### src/rtl/top_k_pkg.sv
// Shared constants for the top-k line format, used by both the receive-side
// line parser and the transmit-side result packer.
//   - word format: {clear, tlast, data[31:0]}
//   - opcodes carried in the control line
//   - control-line fill pattern and opcode field position
//   - keep_for_words(): byte-enable mask for a line holding n 32-bit words
package top_k_pkg;

  localparam int unsigned WORDS_PER_LINE = 16;
  localparam int unsigned ACC_WORDS      = 15;

  // Bit positions inside the 34-bit stream word.
  localparam int unsigned CLEAR_BIT = 33;
  localparam int unsigned TLAST_BIT = 32;

  // Opcodes carried in the control line.
  localparam logic [15:0] OP_ECHO  = 16'h0000;
  localparam logic [15:0] OP_TOP_K = 16'h0001;
  localparam logic [15:0] OP_MM    = 16'h0002;

  // Control-line layout: fill in the low bits, opcode at [495:480].
  localparam int unsigned CTRL_FILL_W = 448;
  localparam logic [447:0] CTRL_FILL  = {448{1'b1}};
  localparam int unsigned OPCODE_LSB  = 480;
  localparam int unsigned OPCODE_MSB  = 495;

  // What the packer does with the word at the head of the input stream.
  typedef enum logic [2:0] {
    ACT_IDLE  = 3'd0,
    ACT_STORE = 3'd1,
    ACT_EMIT  = 3'd2,
    ACT_FLUSH = 3'd3,
    ACT_CTRL  = 3'd4
  } pack_act_e;

  // Byte enables for n_words (0..16) words, contiguous from bit 0.
  // A shift by 64 yields zero, so n_words=16 gives all ones.
  function automatic logic [63:0] keep_for_words(input logic [4:0] n_words);
    return ~(64'hFFFF_FFFF_FFFF_FFFF << {n_words, 2'b00});
  endfunction

endpackage

### src/rtl/result_packer_top_k_line_out_reg.sv
// Output holding stage for one 512-bit line plus its keep/last sideband.
// Ports:
//   clk, rst          clock, synchronous active-high reset
//   load              capture load_* into the register (only when out_free)
//   load_data/keep/last  line to capture
//   tx_TREADY         downstream ready
//   tx_TDATA/TKEEP/TLAST/TVALID  registered line towards the network
//   out_free          register can accept a new line this cycle
module line_out_reg (
  input  logic         clk,
  input  logic         rst,
  input  logic         load,
  input  logic [511:0] load_data,
  input  logic [63:0]  load_keep,
  input  logic         load_last,
  input  logic         tx_TREADY,
  output logic [511:0] tx_TDATA,
  output logic [63:0]  tx_TKEEP,
  output logic         tx_TLAST,
  output logic         tx_TVALID,
  output logic         out_free
);

  logic [511:0] data_r;
  logic [63:0]  keep_r;
  logic         last_r;
  logic         valid_r;

  assign out_free  = !valid_r || tx_TREADY;
  assign tx_TDATA  = data_r;
  assign tx_TKEEP  = keep_r;
  assign tx_TLAST  = last_r;
  assign tx_TVALID = valid_r;

  // Line register: a load may coincide with a drain, keeping valid high.
  always_ff @(posedge clk) begin
    if (rst) begin
      data_r  <= 512'd0;
      keep_r  <= 64'd0;
      last_r  <= 1'b0;
      valid_r <= 1'b0;
    end else if (load) begin
      data_r  <= load_data;
      keep_r  <= load_keep;
      last_r  <= load_last;
      valid_r <= 1'b1;
    end else if (tx_TREADY) begin
      valid_r <= 1'b0;
    end else begin
      valid_r <= valid_r;
    end
  end

endmodule

### src/rtl/result_packer_top_k.sv
// Packs the 34-bit top-k word stream {clear, tlast, data} into 512-bit TCP
// transmit lines and rebuilds the control line for clear/opcode markers.
// Ports:
//   clk, rst                      clock, synchronous active-high reset
//   rx_TDATA/TVALID/TREADY        input word stream
//   tx_TDATA/TKEEP/TLAST/TVALID/TREADY  output line stream
//   msg_count                     lines sent with TLAST (wraps)
//   line_count                    lines sent (wraps)
module result_packer_top_k
  import top_k_pkg::*;
(
  input  logic         clk,
  input  logic         rst,
  input  logic [33:0]  rx_TDATA,
  input  logic         rx_TVALID,
  output logic         rx_TREADY,
  output logic [511:0] tx_TDATA,
  output logic [63:0]  tx_TKEEP,
  output logic         tx_TLAST,
  output logic         tx_TVALID,
  input  logic         tx_TREADY,
  output logic [31:0]  msg_count,
  output logic [31:0]  line_count
);

  logic [479:0] acc_r;
  logic [3:0]   idx_r;
  logic [31:0]  msg_count_r;
  logic [31:0]  line_count_r;

  logic         head_clear_s;
  logic         head_last_s;
  logic [31:0]  head_data_s;
  logic         completes_s;
  logic         out_free_s;
  logic         ready_s;
  logic [8:0]   slot_lsb_s;
  pack_act_e    act_s;

  logic         load_s;
  logic [511:0] line_s;
  logic [63:0]  keep_s;
  logic         last_s;

  assign head_clear_s = rx_TDATA[CLEAR_BIT];
  assign head_last_s  = rx_TDATA[TLAST_BIT];
  assign head_data_s  = rx_TDATA[31:0];
  // A data word closes the line if it is the message end or fills slot 15.
  assign completes_s  = !head_clear_s && (head_last_s || (idx_r == 4'd15));
  assign slot_lsb_s   = {idx_r, 5'b00000};

  assign rx_TREADY  = ready_s;
  assign msg_count  = msg_count_r;
  assign line_count = line_count_r;

  // Decide acceptance and action for the head word. A clear word with a
  // partial line pending first forces a flush cycle in which it is refused.
  always_comb begin
    ready_s = 1'b0;
    act_s   = ACT_IDLE;
    if (rst) begin
      ready_s = 1'b0;
      act_s   = ACT_IDLE;
    end else if (head_clear_s) begin
      if (idx_r == 4'd0) begin
        ready_s = out_free_s;
        act_s   = (rx_TVALID && out_free_s) ? ACT_CTRL : ACT_IDLE;
      end else begin
        ready_s = 1'b0;
        act_s   = (rx_TVALID && out_free_s) ? ACT_FLUSH : ACT_IDLE;
      end
    end else if (completes_s) begin
      ready_s = out_free_s;
      act_s   = (rx_TVALID && out_free_s) ? ACT_EMIT : ACT_IDLE;
    end else begin
      // Accumulator-only writes never touch the output register.
      ready_s = 1'b1;
      act_s   = rx_TVALID ? ACT_STORE : ACT_IDLE;
    end
  end

  // Build the line to load; unused slots come from the zeroed accumulator.
  always_comb begin
    load_s = 1'b0;
    line_s = 512'd0;
    keep_s = 64'd0;
    last_s = 1'b0;
    case (act_s)
      ACT_EMIT: begin
        load_s = 1'b1;
        line_s = {32'd0, acc_r};
        line_s[slot_lsb_s +: 32] = head_data_s;
        keep_s = keep_for_words({1'b0, idx_r} + 5'd1);
        last_s = head_last_s;
      end
      ACT_FLUSH: begin
        load_s = 1'b1;
        line_s = {32'd0, acc_r};
        keep_s = keep_for_words({1'b0, idx_r});
        last_s = 1'b1;
      end
      ACT_CTRL: begin
        load_s = 1'b1;
        line_s[CTRL_FILL_W-1:0]       = CTRL_FILL;
        line_s[OPCODE_MSB:OPCODE_LSB] = head_data_s[15:0];
        keep_s = 64'hFFFF_FFFF_FFFF_FFFF;
        last_s = 1'b1;
      end
      default: begin
        load_s = 1'b0;
      end
    endcase
  end

  // Accumulator and slot index.
  always_ff @(posedge clk) begin
    if (rst) begin
      acc_r <= 480'd0;
      idx_r <= 4'd0;
    end else begin
      case (act_s)
        ACT_STORE: begin
          acc_r[slot_lsb_s +: 32] <= head_data_s;
          idx_r <= idx_r + 4'd1;
        end
        ACT_EMIT, ACT_FLUSH, ACT_CTRL: begin
          acc_r <= 480'd0;
          idx_r <= 4'd0;
        end
        default: begin
          acc_r <= acc_r;
          idx_r <= idx_r;
        end
      endcase
    end
  end

  // Line and message counters, stepped on each transmit handshake.
  always_ff @(posedge clk) begin
    if (rst) begin
      line_count_r <= 32'd0;
      msg_count_r  <= 32'd0;
    end else if (tx_TVALID && tx_TREADY) begin
      line_count_r <= line_count_r + 32'd1;
      msg_count_r  <= tx_TLAST ? (msg_count_r + 32'd1) : msg_count_r;
    end else begin
      line_count_r <= line_count_r;
      msg_count_r  <= msg_count_r;
    end
  end

  line_out_reg u_line_out_reg (
    .clk       (clk),
    .rst       (rst),
    .load      (load_s),
    .load_data (line_s),
    .load_keep (keep_s),
    .load_last (last_s),
    .tx_TREADY (tx_TREADY),
    .tx_TDATA  (tx_TDATA),
    .tx_TKEEP  (tx_TKEEP),
    .tx_TLAST  (tx_TLAST),
    .tx_TVALID (tx_TVALID),
    .out_free  (out_free_s)
  );

endmodule

### config.mk
export PLATFORM = sky130hd
export DESIGN_NAME = result_packer_top_k
export DESIGN_NICKNAME = d
export VERILOG_FILES = /design/src/rtl/top_k_pkg.sv /design/src/rtl/result_packer_top_k_line_out_reg.sv /design/src/rtl/result_packer_top_k.sv
export SDC_FILE = /design/constraint.sdc
export NUM_CORES = 2
export LEC_CHECK = 0
export BUFFER_PORTS_ARGS = -buffer_cell sky130_fd_sc_hd__buf_2
export CELL_PAD_IN_SITES_DETAIL_PLACEMENT = 1
export CELL_PAD_IN_SITES_GLOBAL_PLACEMENT = 1
export CORE_MARGIN = 5
export CORE_UTILIZATION = 39
export CTS_CLUSTER_DIAMETER = 30
export DETAILED_ROUTE_END_ITERATION = 10
export PLACE_DENSITY = 0.8
export SLEW_MARGIN = 10
export SYNTH_ARGS = -nofsm -noshare
export SYNTH_HDL_FRONTEND = slang
export SYNTH_SLANG_ARGS = --single-unit
### constraint.sdc
create_clock -name clk -period 3.1 [get_ports clk]
set_clock_uncertainty 0.1 [all_clocks]
set_input_delay 0.155 -clock clk [delete_from_list [all_inputs] [get_ports clk]]
set_output_delay 0.155 -clock clk [all_outputs]
set_load 0.05 [all_outputs]
==> results.ini <==
[synth]
syn_inst = 4448
synth_nets = 4498
ys_types = 75
async_reset_ff_share_pct = 0
synth_edf_count = 0
syn_area_per_cell_um2 = 9.390
synthesis.area_um2 = 41770
synthFlopType = dfxtp_1
synth_warnings = 0
ys_ff_latch = 1078
seq_area_frac_synth_pct = 51.67

[pwr]
swShare_pct = 27.83
p_int_uw = 32470
leakage_uw = 0.02272
seqPwrFrac_pct = 32.8
vdd_drop_max_mv = 0.4831
p_per_area_nw_per_um2 = 814.6
p_sw_uw = 12520
finalPower_uw = 44990
clkPwrFrac_pct = 56.6
p_comb_share_pct = 10.7

[drt]
drt-wirelength-per-cell_um = 28.76
viasPerCell = 6.138
dr.pass1.iters = 6
vias = 40690
drt_iter0_drc = 3336
drt-total-wl_um = 190600
ant_nets = 0
route.detailed.drc = 0

[timing]
fin_ws_ns = 0.05423
post-route-period-util_pct = 98.25
slew_headroom_pct = 24.95
setup_viol = 0
finalCriticalPeriod_ns = 3.046
worstMarginPinSlew_ns = 1.126
maxSlewViolCount = 0
finalSetupTns_ns = 0
finalHoldViolCount = 0
fmax_mhz = 328.3

[floorplan]
start_util_pct = 39.13
die_y_um = 337.3
design.core.area_um2 = 106800
io_pins = 681
dieArea_um2 = 113700
die_x_um = 337.3
rows = 120

[placed_design]
place_hpwl_um = 114500
preCtsSetupSlack_ns = -0.0002567
io_buffers = 680
dp_cells = 6170
globalplace.congestion = 0.8915

[clock_network]
h-tree-depth = 4
clk_pin_slew_ns = 0.05
tritoncts = yes
numCtsBuffers = 220
clk-insertion-delay-late_ns = 0.80
clock-root-buffer = clkbuf_16
clk_path_buf_depth = 3
cts_sinks = 1078

[worst_setup_path]
worstPathMaxFanout = 16
cp_cell_sequence = inv_1 > ha_1 > ha_1 > nand2_1 > or3_1 > o21a_1 > nor2_4 > o221a_2
timing.critical_path.mode_cell = ha_1
slowest_delay_ns = 0.78
slowest_stage = nor2_4
worstPathRequired_ns = 3.73
cp_num_buf_inv = 1
endpoint_kind = flop
critPathTopFamily = simple AND/OR/NAND/NOR gates
critPathLaunchType = flop
path_class = flop to flop
critical_path_arrival_ns = 3.68

[layout]
layout_common_cells = dfxtp_1, nor2_1, buf_2
final_common_cell = dfxtp_1
utilization_pct = 51.74
nNetsFinal = 5080
stdcell_count = 6629
layout-drive-gt1-share_pct = 30.04
area_growth_pct = 32.24

[global_route]
overflow = 0
grtUsageMet3_pct = 7.956
grt_pass1_vias = 42360
track_usage_pct = 31.85
antenna_found_initial = 6
busiest_layer = met2
grt_max_degree = 193
grt_pass1_wl_um = 276600
met2_usage_pct = 50.95
use_met1_pct = 38.15

[hold_path]
hold_class = primary input to flop

[outcome]
status = finished, final reports clean

[run]
drv_cap = 0

## metal layers
metal,vias up,wire (um)
li1,17420,-
met5,-,41
met1,20490,73750
met2,2134,86530
met3,630,16790
met4,6,13520
## power groups by stage
stage | Clock [uW] | Sequential [uW] | Combinational [uW]
after floorplan | 0 | 16400 | 1680
after global placement | 0 | 15000 | 4580
after detailed placement | 0 | 15000 | 4640
after CTS | 25600 | 14700 | 4750
after global routing | 26400 | 14800 | 4980
final | 25500 | 14700 | 4790
## state kept, by name (all words and copies together) (netlist names)
name                      flops
idx_r                         4
msg_count                    32
acc_r                       480
line_count                   32
u_line_out_reg.tx_TDATA     512
u_line_out_reg.tx_TVALID      1
u_line_out_reg.tx_TLAST       1
u_line_out_reg.tx_TKEEP      16
## timing repair
| item | CTS | global route |
|---|---|---|
| endpoints found under the hold margin | 419 | 0 |
| pin swaps | 1 | 0 |
| setup buffers | 1 | 0 |
| gates resized for setup | 0 | 4 |
| hold buffers | 39 | 0 |
| gates cloned | 0 | 1 |
| setup endpoints to repair | 1 | 48 |
## final cells by class
cell class	count	area, um^2
fillers	11740	51520
flip-flops and latches	1078	21580
multi-input cells	2830	18080
clock buffers	272	6013
repair buffers	888	5685
clock inverters	140	2059
well taps	1403	1755
inverters	12	45.04
diodes	6	15.01
## kinds of logic (layout without fill, tap and decap cells)
kind of cell	count (synthesis)	in the layout	share of synthesized area, %
AND/OR/NAND/NOR	1589	1590	16.05
AO/OA/AOI/OAI	1170	1170	24.96
flip-flops	1078	1078	51.67
buffers and inverters	541	1312	5.727
XOR/XNOR	54	54	1.132
adder cells (fa/ha/maj)	12	12	0.3595
multiplexers	4	4	0.1018
other	0	6	0
## synthesized netlist by cell type, types with 4 or more instances
| cell type | count | share of area (%) |
|---|---|---|
| dfxtp_1 | 1078 | 52 |
| nor2_1 | 968 | 8.7 |
| clkbuf_1 | 364 | 3.3 |
| nand2_1 | 327 | 2.9 |
| o221a_2 | 246 | 6.6 |
| a22o_1 | 182 | 3.8 |
| a32o_1 | 166 | 4.0 |
| buf_2 | 95 | 1.1 |
| o21ai_0 | 80 | 0.96 |
| a211oi_1 | 73 | 1.3 |
| a311oi_1 | 70 | 1.5 |
| a22oi_1 | 67 | 1.2 |
| nor3_1 | 65 | 0.78 |
| o21a_1 | 55 | 0.99 |
| buf_4 | 52 | 0.93 |
| a221oi_1 | 48 | 1.0 |
| and3_1 | 46 | 0.69 |
| xor2_1 | 46 | 0.96 |
| nor4_1 | 37 | 0.55 |
| o22ai_1 | 36 | 0.54 |
| nand3_1 | 34 | 0.41 |
| o2bb2ai_1 | 33 | 0.69 |
| a21oi_1 | 30 | 0.36 |
| nand4_1 | 29 | 0.43 |
| a32oi_1 | 23 | 0.48 |
| and2_1 | 23 | 0.34 |
| or3_1 | 14 | 0.21 |
| ha_1 | 12 | 0.36 |
| inv_1 | 12 | 0.11 |
| a2111oi_2 | 10 | 0.36 |
| buf_1 | 10 | 0.090 |
| nand2b_1 | 10 | 0.15 |
| and4_1 | 9 | 0.19 |
| xnor2_1 | 8 | 0.17 |
| buf_6 | 6 | 0.16 |
| nor3_2 | 6 | 0.14 |
| a2111oi_0 | 5 | 0.10 |
| a21o_1 | 5 | 0.090 |
| o21ai_1 | 5 | 0.060 |
| o31ai_1 | 5 | 0.090 |
| nand3b_1 | 4 | 0.072 |
| o221a_1 | 4 | 0.11 |
| o31ai_2 | 4 | 0.12 |
## worst register-to-register path: stages (launching register included)
cell and delay, ns:
dfxtp_1 0.36, inv_1 0.08, ha_1 0.20, ha_1 0.36, nand2_1 0.06, or3_1 0.33
o21a_1 0.32, nor2_4 0.78, o221a_2 0.42
## worst paths after layout
kind                                     start                      endpoint  slack (ns)  cells past startpoint
setup / recovery                      idx_r[1]  u_line_out_reg.tx_TDATA[349]        0.05                      8
hold / removal                    rx_TDATA[23]                    acc_r[439]        0.27                      4
setup reg to reg                      idx_r[1]  u_line_out_reg.tx_TDATA[349]        0.05                      8
hold reg to reg   u_line_out_reg.tx_TDATA[511]  u_line_out_reg.tx_TDATA[511]        0.35                      2
## stage by stage
step / hold slack [ns] / instance area [um^2]
2_1_floorplan: 0.2554 / 41780
3_3_place_gp: 0.3328 / 46720
6_report: 0.2719 / 55240
4_1_cts: 0.1886 / 55190
5_1_grt: 0.2468 / 55220
3_5_place_dp: 0.3432 / 46720
Power figures use the tool's default switching activity.
